<file path="src/rtl/cpu_ctrl_pkg.sv">
// Shared encodings for the multicycle CPU control path: PC source select,
// branch types, exception causes and the PC-update sequencer states.
package cpu_ctrl_pkg;

   localparam int unsigned PCSRC_W = 3;
   localparam int unsigned BRT_W   = 2;
   localparam int unsigned CAUSE_W = 2;
   localparam int unsigned STATE_W = 3;
   localparam int unsigned CNT_W   = 3;
   localparam int unsigned ADDR_W  = 32;

   localparam logic [PCSRC_W-1:0] PCSRC_ALUOUT = 3'b000;
   localparam logic [PCSRC_W-1:0] PCSRC_ALU    = 3'b001;
   localparam logic [PCSRC_W-1:0] PCSRC_SHL2   = 3'b010;
   localparam logic [PCSRC_W-1:0] PCSRC_EPC    = 3'b011;
   localparam logic [PCSRC_W-1:0] PCSRC_LS     = 3'b100;

   localparam logic [BRT_W-1:0] BR_BEQ = 2'b00;
   localparam logic [BRT_W-1:0] BR_BNE = 2'b01;
   localparam logic [BRT_W-1:0] BR_BLE = 2'b10;
   localparam logic [BRT_W-1:0] BR_BGT = 2'b11;

   localparam logic [CAUSE_W-1:0] CAUSE_NONE   = 2'b00;
   localparam logic [CAUSE_W-1:0] CAUSE_OPCODE = 2'b01;
   localparam logic [CAUSE_W-1:0] CAUSE_OVF    = 2'b10;
   localparam logic [CAUSE_W-1:0] CAUSE_DIV0   = 2'b11;

   typedef logic [STATE_W-1:0] state_t;

   localparam state_t ST_IDLE     = 3'd0;
   localparam state_t ST_UPD      = 3'd1;
   localparam state_t ST_EXC_SAVE = 3'd2;
   localparam state_t ST_EXC_WAIT = 3'd3;
   localparam state_t ST_EXC_LOAD = 3'd4;

endpackage

</file>
<file path="src/rtl/branch_cond_eval.sv">
// Combinational branch-taken evaluation from branch type and ALU flags.
module branch_cond_eval
   import cpu_ctrl_pkg::*;
(
   input  logic [BRT_W-1:0] br_type,
   input  logic             alu_zero,
   input  logic             alu_gt,
   output logic             taken_c
);

   always_comb begin
      taken_c = 1'b0;
      case (br_type)
         BR_BEQ:  taken_c = alu_zero;
         BR_BNE:  taken_c = !alu_zero;
         BR_BLE:  taken_c = alu_zero | !alu_gt;
         BR_BGT:  taken_c = alu_gt;
         default: taken_c = 1'b0;
      endcase
   end

endmodule

</file>
<file path="src/rtl/pc_update_ctrl.sv">
// PC update sequencer: one-cycle updates for simple requests, and a
// save-EPC / vector-fetch / load-PC sequence for exceptions.
module pc_update_ctrl
   import cpu_ctrl_pkg::*;
#(
   parameter int unsigned MEM_LAT    = 2,
   parameter logic [31:0] VEC_OPCODE = 32'd255,
   parameter logic [31:0] VEC_OVF    = 32'd254,
   parameter logic [31:0] VEC_DIV0   = 32'd253
) (
   input  logic                clk,
   input  logic                reset,
   input  logic                req_seq,
   input  logic                req_branch,
   input  logic [BRT_W-1:0]    br_type,
   input  logic                alu_zero,
   input  logic                alu_gt,
   input  logic                req_jump,
   input  logic                req_jr,
   input  logic                req_rte,
   input  logic                exc_opcode,
   input  logic                exc_ovf,
   input  logic                exc_div0,
   output logic [PCSRC_W-1:0]  PC_Src,
   output logic                pc_write,
   output logic                epc_write,
   output logic                mem_read,
   output logic [ADDR_W-1:0]   vec_addr,
   output logic [CAUSE_W-1:0]  exc_cause,
   output logic                busy,
   output logic                done
);

   localparam logic [CNT_W-1:0] LAT_LOAD = CNT_W'(MEM_LAT - 1);

   state_t               state_q, state_d;
   logic [CNT_W-1:0]     cnt_q, cnt_d;
   logic [PCSRC_W-1:0]   pc_src_d;
   logic                 pc_write_d, epc_write_d, mem_read_d, busy_d, done_d;
   logic [ADDR_W-1:0]    vec_addr_d;
   logic [CAUSE_W-1:0]   exc_cause_d;
   logic                 br_taken_c;
   logic                 any_exc_c, any_req_c;

   branch_cond_eval u_branch_cond_eval (
      .br_type  (br_type),
      .alu_zero (alu_zero),
      .alu_gt   (alu_gt),
      .taken_c  (br_taken_c)
   );

   assign any_exc_c = exc_opcode | exc_ovf | exc_div0;
   assign any_req_c = req_rte | req_jump | req_jr | req_branch | req_seq;

   // Next state and next registered output values.
   always_comb begin
      state_d     = state_q;
      cnt_d       = cnt_q;
      pc_src_d    = PC_Src;
      pc_write_d  = 1'b0;
      epc_write_d = 1'b0;
      mem_read_d  = 1'b0;
      done_d      = 1'b0;
      vec_addr_d  = vec_addr;
      exc_cause_d = exc_cause;

      case (state_q)
         ST_IDLE: begin
            if (any_exc_c) begin
               state_d     = ST_EXC_SAVE;
               epc_write_d = 1'b1;
               mem_read_d  = 1'b1;
               if (exc_opcode) begin
                  exc_cause_d = CAUSE_OPCODE;
                  vec_addr_d  = VEC_OPCODE;
               end else if (exc_ovf) begin
                  exc_cause_d = CAUSE_OVF;
                  vec_addr_d  = VEC_OVF;
               end else begin
                  exc_cause_d = CAUSE_DIV0;
                  vec_addr_d  = VEC_DIV0;
               end
            end else if (any_req_c) begin
               state_d    = ST_UPD;
               done_d     = 1'b1;
               pc_write_d = 1'b1;
               if (req_rte) begin
                  pc_src_d = PCSRC_EPC;
               end else if (req_jump) begin
                  pc_src_d = PCSRC_SHL2;
               end else if (req_jr) begin
                  pc_src_d = PCSRC_ALU;
               end else if (req_branch) begin
                  pc_src_d   = PCSRC_ALUOUT;
                  pc_write_d = br_taken_c;
               end else begin
                  pc_src_d = PCSRC_ALU;
               end
            end
         end
         ST_UPD: state_d = ST_IDLE;
         ST_EXC_SAVE: begin
            state_d = ST_EXC_WAIT;
            cnt_d   = LAT_LOAD;
         end
         ST_EXC_WAIT: begin
            // Counter saturates at zero; zero means the vector byte is valid.
            if (cnt_q == '0) begin
               state_d    = ST_EXC_LOAD;
               pc_src_d   = PCSRC_LS;
               pc_write_d = 1'b1;
               done_d     = 1'b1;
               vec_addr_d = '0;
            end else begin
               cnt_d = cnt_q - CNT_W'(1);
            end
         end
         ST_EXC_LOAD: state_d = ST_IDLE;
         default:     state_d = ST_IDLE;
      endcase

      busy_d = (state_d != ST_IDLE);
   end

   always_ff @(posedge clk or negedge reset) begin
      if (!reset) begin
         state_q   <= ST_IDLE;
         cnt_q     <= '0;
         PC_Src    <= PCSRC_ALU;
         pc_write  <= 1'b0;
         epc_write <= 1'b0;
         mem_read  <= 1'b0;
         vec_addr  <= '0;
         exc_cause <= CAUSE_NONE;
         busy      <= 1'b0;
         done      <= 1'b0;
      end else begin
         state_q   <= state_d;
         cnt_q     <= cnt_d;
         PC_Src    <= pc_src_d;
         pc_write  <= pc_write_d;
         epc_write <= epc_write_d;
         mem_read  <= mem_read_d;
         vec_addr  <= vec_addr_d;
         exc_cause <= exc_cause_d;
         busy      <= busy_d;
         done      <= done_d;
      end
   end

endmodule

</file>
<file path="config.mk">
export PLATFORM = sky130hd
export DESIGN_NAME = pc_update_ctrl
export DESIGN_NICKNAME = d
export VERILOG_FILES = /design/src/rtl/cpu_ctrl_pkg.sv /design/src/rtl/branch_cond_eval.sv /design/src/rtl/pc_update_ctrl.sv
export SDC_FILE = /design/constraint.sdc
export NUM_CORES = 1
export LEC_CHECK = 0
export CORE_MARGIN = 4
export CORE_UTILIZATION = 42
export DETAILED_ROUTE_END_ITERATION = 10
export PLACE_DENSITY_LB_ADDON = 0.15
export SKIP_LAST_GASP = 1
export SYNTH_ARGS = -nofsm -noshare
export SYNTH_HDL_FRONTEND = slang
export SYNTH_SLANG_ARGS = --single-unit
export TNS_END_PERCENT = 50
</file>
<file path="constraint.sdc">
create_clock -name clk -period 3.2 [get_ports clk]
set_clock_uncertainty 0.2 [all_clocks]
set_input_delay 0.64 -clock clk [delete_from_list [all_inputs] [get_ports clk]]
set_output_delay 0.64 -clock clk [all_outputs]
set_load 0.05 [all_outputs]
</file>
==> key figures <==
Run status
  – Outcome: finished clean

Synth
  – Syn Area/Cell: 9.964 sq um
  – Sequential area share after synthesis: 0.4159
  – Synth unique cells: 33
  – Cell Area, Synth: about 0.0011 sq mm
  – Gate Count Post-Synth: roughly 110
  – Synthesis-stage register bit count: 18
  – Number of synthesis warnings: 0

CTS
  – CTS root buffer: clkbuf_4
  – Clock sink count: 18
  – H-tree levels: 1
  – CTS tree: done
  – Worst skew pair latency: 0.30 ns
  – CTS buffer count: 3
  – Maximum clock path buffer count: 2
  – Post_cts resized: 0
  – Setup bufs post-CTS: 0
  – Clk pin slew, worst setup/hold paths: approximately 0.11 ns
  – Hold_buf cts: 0

Power and ir drop
  – Cell area power density: 1050 mW/mm^2
  – Max IR drop VDD: ~0.7 mV
  – LEAKAGE: 0.6269 nW

Place
  – RePlAce Congestion: roughly 0.74
  – PortBufs: 31
  – Placed insts: ~160
  – Hpwl dp: around 1500 um

Finish
  – Final #Nets: about 150
  – Fillers: 243
  – # diodes: 0
  – Area delta synth->final: 21.89%
  – Final core occ: 0.5343
  – Layout cells sized above 1: 0.08889
  – Fin cells: 165

Route
  – DR WL/cell: between 10 and 15 um
  – Via density: 4.570
  – Routed wire length: 1958 um
  – DRC errors left: 0
  – DR vias: 754
  – Initial DRC count: 18
  – Drt pass-1 iters: 4
  – Post-route ant nets: 0

Critical path
  – Slowest CP cell: clkdlybuf4s50_1
  – FF-to-FF path depth: 5
  – Critical Path AT: 1.64 ns
  – CP Capture Type: output pin
  – Buf+Inv Stages, Crit Path: 1
  – Cell family with most CP delay: buffers and inverters
  – Crit-path max cell delay: 0.80 ns
  – Crit path max fanout: 2
  – CP Depth: 1
  – CP startpoint kind: register
  – Crit-path cells: clkdlybuf4s50_1
  – Data required, critical path: 2.36 ns
  – R2r setup slk: 1.31 ns
  – Setup Crit Path Kind: reg -> out

STA
  – Setup violators final: 0
  – RSZ-0062 raised after global routing: false
  – Fmax: 0.4033 GHz
  – Hold Vio Cnt, Final: 0
  – Worst Max-Slew Pin Slew: 0.8067 ns
  – Max-slew headroom: 0.4605
  – Fin crit period: 2.480 ns
  – Fin. max-slew vios: 0
  – Setup TNS: 0 ns
  – Hold slack final: between 0.2 and 0.3 ns
  – Period utilization: 0.7749

Die
  – Die Span Y: a little under 60 um
  – Initial core utilization: 0.4384
  – Ports: 56
  – Cell Rows: 18
  – Die Wd: 58.85 um
  – Core area: 0.002477 sq mm
  – Total die area: 0.003463 sq mm

GRT
  – Gr ovfl total: 0
  – Number of global-route vias before repair: slightly below 700
  – Largest net degree at the start of global routing: 19
  – Global-route usage over all layers: 0.1146
  – Initial antenna violation count: 0
  – First-pass GRT wire length: 3022 um

Hold path
  – Worst Hold Class: reg -> reg
  – Hold path cells: 1

Run
  – Max-Cap Viols: 0
==> report_power, final <==
part,leakage [nW],total [mW],switching (mW),internal (mW)
sequential,0.217,0.389,0.0629,0.326
combinational,0.389,0.858,0.578,0.280
clock,0.0210,0.143,0.0739,0.0694
==> sequential cells by signal, indices dropped and copies added, names as in the netlist <==
register,flops
PC_Src,3
busy,1
cnt_q,3
done,1
exc_cause,2
mem_read,1
pc_write,1
state_q,3
vec_addr,3
==> synth_stat cells, drive strengths merged <==
cell,count,area (sq um)
nand2b,5,31.28
a2bb2oi,1,8.760
mux2i,2,20.02
or3,2,17.52
a21oi,2,10.01
nor2,3,11.26
xnor2,1,8.760
o21a,1,7.510
a22o,2,17.52
nor3b,1,7.510
a31o,2,17.52
nor2b,2,12.51
o22ai,1,6.260
nand2,5,18.77
o311ai,1,26.28
dfrtp,17,425.4
nor3,5,35.03
o21ai,4,20.02
conb,1,3.750
inv,6,22.52
nand3,1,5.000
dfstp,1,26.28
ha,2,25.02
or2,1,6.260
nand3b,2,15.01
buf,30,225.2
clkbuf,2,7.510
or3b,1,8.760
o31ai,1,7.510
o2111ai,1,8.760
a21o,3,22.52
==> path summary, 6_finish.rpt <==
kind / start / endpoint
min: exc_cause[0] / exc_cause[0]
max: PC_Src[0] / PC_Src[0]
max in group asynchronous: reset / mem_read
min in group asynchronous: reset / cnt_q[2]
min reg2reg: exc_cause[0] / exc_cause[0]
max reg2reg: cnt_q[0] / vec_addr[0]
==> cell usage in the layout (no fill, tap or decap), types with 3 or more instances in the layout <==
| cell type | count |
|---|---|
| clkdlybuf4s50_1 | 31 |
| conb_1 | 24 |
| dfrtp_1 | 17 |
| inv_1 | 6 |
| nand2b_1 | 5 |
| nand2_1 | 5 |
| o21ai_0 | 4 |
| a21o_1 | 3 |
| nor3_1 | 3 |
| nor2_1 | 3 |
| clkbuf_4 | 3 |
==> through the flow <==
step / setup slack [ns] / power, mW / cell area, sq um
6_report: 0.7204 / 1.390 / 1324
5_1_grt: 0.6820 / 1.469 / 1324
4_1_cts: 0.7104 / 1.403 / 1324
3_5_place_dp: 0.7564 / 1.259 / 1287
3_3_place_gp: 0.8198 / 1.243 / 1287
2_1_floorplan: 1.357 / 1.057 / 1172
==> logic make-up after synthesis <==
group                    share of synthesized area
AO/OA/AOI/OAI                               0.1406
XOR/XNOR                                  0.008066
adder cells (fa/ha/maj)                    0.02304
buffers and inverters                       0.2350
flip-flops                                  0.4159
multiplexers                               0.01843
other                                     0.003453
AND/OR/NAND/NOR                             0.1555
==> metal layers <==
layer  vias up  GRT usage  wire length, um
li1        366          -                -
met5         -          0                0
met1       346     0.1468              782
met4         0    0.05825               22
met2        38     0.1735              941
met3         4    0.03509              211
==> cell type report <==
type	count	area, sq um	area share
Multi-Input combinational cell	76	465.4	0.3516
Clock buffer	4	36.28	0.02741
Sequential cell	18	451.7	0.3412
Inverter	6	22.52	0.01701
Timing Repair Buffer	31	310.3	0.2344
Tap cell	30	37.54	0.02836
Power figures use the tool's default switching activity.
